### src/rtl/clkgen_pkg.sv
// ---------------------------------------------------------------------------
// clkgen_pkg
// Shared types and constants for the clkgen_pwm_div programmable divider.
//   state_e    : divider FSM states (IDLE, RUN, DRAIN)
//   CNT_W_DEF  : default width of the period/high-time counters
//   MIN_PERIOD : smallest period that can actually toggle
// ---------------------------------------------------------------------------
package clkgen_pkg;

  localparam int CNT_W_DEF  = 8;
  localparam int MIN_PERIOD = 2;

  typedef enum logic [1:0] {
    IDLE  = 2'd0,
    RUN   = 2'd1,
    DRAIN = 2'd2
  } state_e;

endpackage

### src/rtl/clkgen_cfg_shadow.sv
// ---------------------------------------------------------------------------
// clkgen_cfg_shadow
// Shadow (pending) registers for the divider configuration. A legal
// cfg_load captures period/high-time and raises the pending flag; an illegal
// one (period < MIN_PERIOD) leaves everything untouched and pulses cfg_err
// one cycle later. The owner of the active settings clears the pending flag
// through apply_take when it copies the pending values.
// Ports:
//   clk, rst              : system clock, synchronous active-high reset
//   cfg_load              : one-cycle capture strobe
//   cfg_period, cfg_high  : requested period / high-time
//   apply_take            : pending values are being consumed this cycle
//   pend_valid            : a pending configuration is waiting (apply-ready)
//   pend_period, pend_high: pending values
//   cfg_err               : one-cycle rejection pulse
// ---------------------------------------------------------------------------
module clkgen_cfg_shadow
  import clkgen_pkg::*;
#(
  parameter int CNT_W = CNT_W_DEF
) (
  input  logic             clk,
  input  logic             rst,
  input  logic             cfg_load,
  input  logic [CNT_W-1:0] cfg_period,
  input  logic [CNT_W-1:0] cfg_high,
  input  logic             apply_take,
  output logic             pend_valid,
  output logic [CNT_W-1:0] pend_period,
  output logic [CNT_W-1:0] pend_high,
  output logic             cfg_err
);

  logic             pend_valid_q, pend_valid_d;
  logic [CNT_W-1:0] pend_period_q, pend_period_d;
  logic [CNT_W-1:0] pend_high_q, pend_high_d;
  logic             cfg_err_q, cfg_err_d;
  logic             load_ok;

  // NOTE: every always_comb output gets a default first so no path can infer a latch.
  always_comb begin
    load_ok       = cfg_load && (cfg_period >= CNT_W'(MIN_PERIOD));
    pend_valid_d  = pend_valid_q;
    pend_period_d = pend_period_q;
    pend_high_d   = pend_high_q;
    cfg_err_d     = cfg_load && !load_ok;
    // A load in the same cycle as a take wins: the old value is consumed now,
    // the new one stays pending for the next apply point.
    if (load_ok) begin
      pend_valid_d  = 1'b1;
      pend_period_d = cfg_period;
      pend_high_d   = cfg_high;
    end else if (apply_take) begin
      pend_valid_d  = 1'b0;
    end
  end

  // NOTE: sequential state uses non-blocking assignments so all flops update together.
  always_ff @(posedge clk) begin
    if (rst) begin
      pend_valid_q  <= 1'b0;
      pend_period_q <= '0;
      pend_high_q   <= '0;
      cfg_err_q     <= 1'b0;
    end else begin
      pend_valid_q  <= pend_valid_d;
      pend_period_q <= pend_period_d;
      pend_high_q   <= pend_high_d;
      cfg_err_q     <= cfg_err_d;
    end
  end

  assign pend_valid  = pend_valid_q;
  assign pend_period = pend_period_q;
  assign pend_high   = pend_high_q;
  assign cfg_err     = cfg_err_q;

endmodule

### src/rtl/clkgen_pwm_div.sv
// ---------------------------------------------------------------------------
// clkgen_pwm_div
// Programmable clock divider with programmable high-time. A counter runs
// 0..P-1 and clk_out is registered as (cnt < H), so each period is H cycles
// high then P-H low. New settings are held in clkgen_cfg_shadow and only
// become active at a period wrap (or immediately while idle), so clk_out
// never glitches. Dropping en lets the current period finish (DRAIN).
// Optional feature macro: CLKGEN_EDGE_PULSE_EN adds rise_pulse/fall_pulse,
// one-cycle strobes coincident with the cycle clk_out goes high/low.
// Ports:
//   clk, rst              : system clock, synchronous active-high reset
//   en                    : run request (level)
//   cfg_period, cfg_high  : requested period / high-time, cfg_load strobe
//   cfg_ack               : pending config became active (one cycle)
//   cfg_err               : cfg_load rejected, period < 2 (one cycle)
//   busy                  : in RUN or DRAIN
//   clk_out               : divided clock, registered
// ---------------------------------------------------------------------------
module clkgen_pwm_div
  import clkgen_pkg::*;
#(
  parameter int CNT_W      = CNT_W_DEF,
  parameter int RST_PERIOD = 2,
  parameter int RST_HIGH   = 1
) (
  input  logic             clk,
  input  logic             rst,
  input  logic             en,
  input  logic [CNT_W-1:0] cfg_period,
  input  logic [CNT_W-1:0] cfg_high,
  input  logic             cfg_load,
  output logic             cfg_ack,
  output logic             cfg_err,
  output logic             busy,
  output logic             clk_out
`ifdef CLKGEN_EDGE_PULSE_EN
  ,
  output logic             rise_pulse,
  output logic             fall_pulse
`endif
);

  state_e           state_q, state_d;
  logic [CNT_W-1:0] cnt_q, cnt_d;
  logic [CNT_W-1:0] per_q, per_d;
  logic [CNT_W-1:0] high_q, high_d;
  logic             clk_out_q, clk_out_d;
  logic             cfg_ack_q, cfg_ack_d;
  logic             wrap;
  logic             apply;
  logic             pend_valid;
  logic [CNT_W-1:0] pend_period;
  logic [CNT_W-1:0] pend_high;

  clkgen_cfg_shadow #(.CNT_W(CNT_W)) u_shadow (
    .clk        (clk),
    .rst        (rst),
    .cfg_load   (cfg_load),
    .cfg_period (cfg_period),
    .cfg_high   (cfg_high),
    .apply_take (apply),
    .pend_valid (pend_valid),
    .pend_period(pend_period),
    .pend_high  (pend_high),
    .cfg_err    (cfg_err)
  );

  always_comb begin
    state_d   = state_q;
    cnt_d     = cnt_q;
    clk_out_d = 1'b0;
    // >= rather than == keeps the counter bounded even if P shrank under it.
    wrap      = (cnt_q >= per_q - CNT_W'(1));
    apply     = 1'b0;

    unique case (state_q)
      IDLE: begin
        cnt_d = '0;
        apply = pend_valid;
        if (en) state_d = RUN;
      end
      RUN, DRAIN: begin
        // clk_out lags the counter by one cycle: it reflects the count held now.
        clk_out_d = (cnt_q < high_q);
        if (wrap) begin
          cnt_d   = '0;
          apply   = pend_valid;
          state_d = en ? RUN : IDLE;
        end else begin
          cnt_d   = cnt_q + CNT_W'(1);
          state_d = en ? RUN : DRAIN;
        end
      end
      default: begin
        state_d = IDLE;
        cnt_d   = '0;
      end
    endcase

    per_d     = apply ? pend_period : per_q;
    high_d    = apply ? pend_high   : high_q;
    cfg_ack_d = apply;
  end

  always_ff @(posedge clk) begin
    if (rst) begin
      state_q   <= IDLE;
      cnt_q     <= '0;
      per_q     <= CNT_W'(RST_PERIOD);
      high_q    <= CNT_W'(RST_HIGH);
      clk_out_q <= 1'b0;
      cfg_ack_q <= 1'b0;
    end else begin
      state_q   <= state_d;
      cnt_q     <= cnt_d;
      per_q     <= per_d;
      high_q    <= high_d;
      clk_out_q <= clk_out_d;
      cfg_ack_q <= cfg_ack_d;
    end
  end

  assign clk_out = clk_out_q;
  assign cfg_ack = cfg_ack_q;
  assign busy    = (state_q != IDLE);

`ifdef CLKGEN_EDGE_PULSE_EN
  logic rise_q, rise_d;
  logic fall_q, fall_d;

  // Computed from the next clk_out value so the strobe lands in the same
  // cycle the registered clk_out changes.
  always_comb begin
    rise_d = clk_out_d & ~clk_out_q;
    fall_d = ~clk_out_d & clk_out_q;
  end

  always_ff @(posedge clk) begin
    if (rst) begin
      rise_q <= 1'b0;
      fall_q <= 1'b0;
    end else begin
      rise_q <= rise_d;
      fall_q <= fall_d;
    end
  end

  assign rise_pulse = rise_q;
  assign fall_pulse = fall_q;
`endif

endmodule

### config.mk
export PLATFORM = sky130hd
export DESIGN_NAME = clkgen_pwm_div
export DESIGN_NICKNAME = d
export VERILOG_FILES = /design/src/rtl/clkgen_pkg.sv /design/src/rtl/clkgen_cfg_shadow.sv /design/src/rtl/clkgen_pwm_div.sv
export SDC_FILE = /design/constraint.sdc
export NUM_CORES = 1
export LEC_CHECK = 0
export BUFFER_PORTS_ARGS = -buffer_cell sky130_fd_sc_hd__buf_2
export CORE_ASPECT_RATIO = 1.4
export CORE_MARGIN = 5
export CORE_UTILIZATION = 62
export CTS_CLUSTER_SIZE = 30
export DETAILED_ROUTE_END_ITERATION = 7
export GPL_TIMING_DRIVEN = 0
export PLACE_DENSITY_LB_ADDON = 0.3
export SYNTH_ARGS = -nofsm -noshare
export SYNTH_HDL_FRONTEND = slang
export SYNTH_SLANG_ARGS = --single-unit
### constraint.sdc
create_clock -name clk -period 5.4 [get_ports clk]
set_input_delay 1.62 -clock clk [delete_from_list [all_inputs] [get_ports clk]]
set_output_delay 1.62 -clock clk [all_outputs]
set_load 0.005 [all_outputs]
==> impl_metrics.ini <==
[power]
vdd_ir_drop_max_mv = 0.3010
leakage_uw = 0.001079
p_int_uw = 542.9
powerDensity_nw_per_um2 = 277.5
comb_power_share_pct = 14.5
switchingPower_uw = 177.1
power_frac_seq_pct = 50.4
switching_share_pct = 24.60
pwr-share-clk_pct = 35.1

[sta]
worst_slew_pin_slew_ns = 0.6071
slew_headroom_pct = 59.26
post-route-worst-setup-slack_ns = 2.332
period_minus_slack_ns = 3.068
rsz0062_at_grt = false
hold_viol_final = 0
finalSetupViolCount = 0
fin_tns_setup_ns = 0
report.final.slew_viol_count = 0
fin_hold_ws_ns = 0.4619
clock.fmax_mhz = 325.9
period_share_pct = 56.82
finClkSkew_ns = 0.008404

[synthesis]
synth-edff-count = 0
ys_warn_count = 0
synthTopCellsByArea = dfxtp_1, mux2i_1, ha_1
synth_fp_nets = 285
ys_types = 37
syn_area_sq_um = 2327
ys_ff_latch = 46
synth_top_area_cell = dfxtp_1
ys.flop_type = dfxtp_1
yosys-top-cells-count = dfxtp_1, nand2b_1, mux2i_1, nor2_1, ha_1
syn_inst = 246
synth_top_area_share_pct = 39.57
seq_area_frac_synth_pct = 39.57
post-synth-top-count-cell = dfxtp_1
avgSynthCellArea_sq_um = 9.460
ys_async_sr_fraction_pct = 0

[flow_run]
drv_cap = 0

[grt]
grt_max_degree = 15
grt-ovfl-total = 0
antenna_found_initial = 0
grt_pass1_vias = 1753
grtUsageTotal_pct = 20.54
grt_pass1_wl_um = 7617

[floorplan]
die_w_um = 61.78
row_count = 26
initial_core_util_pct = 63.87
io_pins = 24
dieHeight_um = 82.49
core_area_sq_um = 3643
dieArea_sq_um = 5096

[clocking]
cts_hold_repair.buffers = 0
cts_tree = built
clkTransAtPathRegs_ns = 0.08
clock_sinks = 46
htreeDepth = 2
cts_buffers = 5
worst_skew_pair.late_latency_ns = 0.30
cts_root_buffer = clkbuf_8
clockBufferDepth = 2
cts_resized = 0
postCtsSetupBuffers = 0

[routing]
postRouteAntennaNets = 0
drc = 0
drtIter0Drc = 65
routedWlPerCell_um = 13.64
dr.pass1.iters = 4
vias_per_cell = 5.426
wirelength_um = 4324
vias = 1720

[worst_setup_path]
reg2reg_depth = 11
critPathLaunchType = input pin
cp_max_fo = 10
required_ns = 5.60
worstPathArrival_ns = 3.27
critPathMaxStageDelay_ns = 0.53
cp_slowest_cell = or4_1
cp-endpoint = u_shadow.pend_high[7]
critPathKind = in -> reg
path_cells = buf_2 > or4_1 > or4_4 > nand2_8 > buf_12 > mux2i_1 > nor2_1
regToRegSetupSlack_ns = 2.57
cp-end-kind = flip-flop
worstReg2RegEnd = per_q[6]
critPathLaunch = cfg_period[1]
rr_startpoint = per_q[2]

[placed_design]
dp_hpwl_um = 3347
placedInstanceArea_sq_um = 2485
place_congestion = 0.8716
pre_cts_slack_ns = 2.015
portBuffers = 21

[run_status]
status = finished clean

[layout]
nFillCells = 293
regArea_sq_um = 920.9
fin_area_sq_um = 2595
fin_nets = 313
drive_above_1_share_pct = 13.45
multi_input_area_sq_um = 1262
n_antenna_cell = 0
finish.utilization_pct = 71.22
area_growth_pct = 11.51

[worst_hold_path]
worstHoldPathType = reg -> reg
==> layout by cell type (no fill, tap or decap), types with 2 or more instances in the layout <==
cell type | synthesis | routed
a211oi_1 | 2 | 2
a21o_1 | 2 | 2
a21oi_1 | 11 | 11
a22oi_1 | 2 | 2
and3_1 | 2 | 2
buf_2 | 0 | 21
buf_4 | 2 | 2
buf_6 | 3 | 3
clkbuf_1 | 4 | 5
clkbuf_8 | 0 | 5
dfxtp_1 | 46 | 46
ha_1 | 19 | 19
inv_1 | 16 | 16
mux2i_1 | 25 | 25
nand2_1 | 13 | 13
nand2b_1 | 30 | 30
nand3_1 | 5 | 5
nor2_1 | 25 | 25
nor3_1 | 4 | 4
nor4b_1 | 2 | 2
o21a_1 | 2 | 2
o21ai_0 | 3 | 3
or4_1 | 2 | 2
xnor2_1 | 5 | 5
xor2_1 | 7 | 7
==> power groups by stage <==
stage | Clock (uW) | Sequential, uW | Combinational (uW)
floorplan | 0 | 369 | 79.9
global placement | 0 | 371 | 101
detailed placement | 0 | 371 | 104
CTS | 261 | 363 | 105
global route | 276 | 365 | 119
finish | 253 | 363 | 104
==> metal layers <==
metal,track usage [%],share of wire [%],vias to the layer above
li1,-,-,891
met1,21.42,40,777
met2,36.48,52,40
met3,5.754,5.0,12
met4,10.19,2.9,0
met5,0,0,-
==> worst min-delay path by stage <==
stage	from	endpoint	cells after the start
2_1_floorplan	cnt_q[0]	cnt_q[0]	1
3_3_place_gp	u_shadow.pend_period[5]	u_shadow.pend_period[5]	2
3_5_place_dp	u_shadow.pend_period[1]	u_shadow.pend_period[1]	2
4_1_cts	u_shadow.pend_period[1]	u_shadow.pend_period[1]	2
5_1_grt	u_shadow.pend_period[5]	u_shadow.pend_period[5]	2
6_report	u_shadow.pend_period[1]	u_shadow.pend_period[1]	2
==> critical path, delay by kind of cell <==
kind	cells	cell delay [ns]
AND/OR/NAND/NOR	4	1.20
buffers and inverters	2	0.24
multiplexers	1	0.20
==> per-stage QoR <==
step / power, uW / std cells
6_report: 720.0 / 317
3_5_place_dp: 475.5 / 309
3_3_place_gp: 471.3 / 309
4_1_cts: 729.3 / 317
5_1_grt: 760.3 / 317
2_1_floorplan: 448.5 / 246
==> state kept, by name (all words and copies together) (netlist names) <==
name / count
u_shadow.cfg_err: 1
clk_out: 1
cnt_q: 8
cfg_ack: 1
u_shadow.pend_valid: 1
state_q: 2
u_shadow.pend_high: 8
per_q: 8
high_q: 8
u_shadow.pend_period: 8
==> layout make-up <==
| type | count | area share [%] |
|---|---|---|
| repair buffers | 21 | 4.050 |
| well taps | 42 | 2.025 |
| plain buffers | 10 | 3.230 |
| clock buffers | 6 | 2.797 |
| multi-input cells | 174 | 48.65 |
| clock inverters | 2 | 1.446 |
| inverters | 16 | 2.314 |
| flip-flops and latches | 46 | 35.49 |
==> kinds of logic after synthesis <==
kind of cell,share of synthesized area (%)
AND/OR/NAND/NOR,20.54
flip-flops,39.57
AO/OA/AOI/OAI,8.225
buffers and inverters,6.182
multiplexers,10.75
adder cells (fa/ha/maj),10.22
XOR/XNOR,4.516
(Power assumes the default switching activity.)
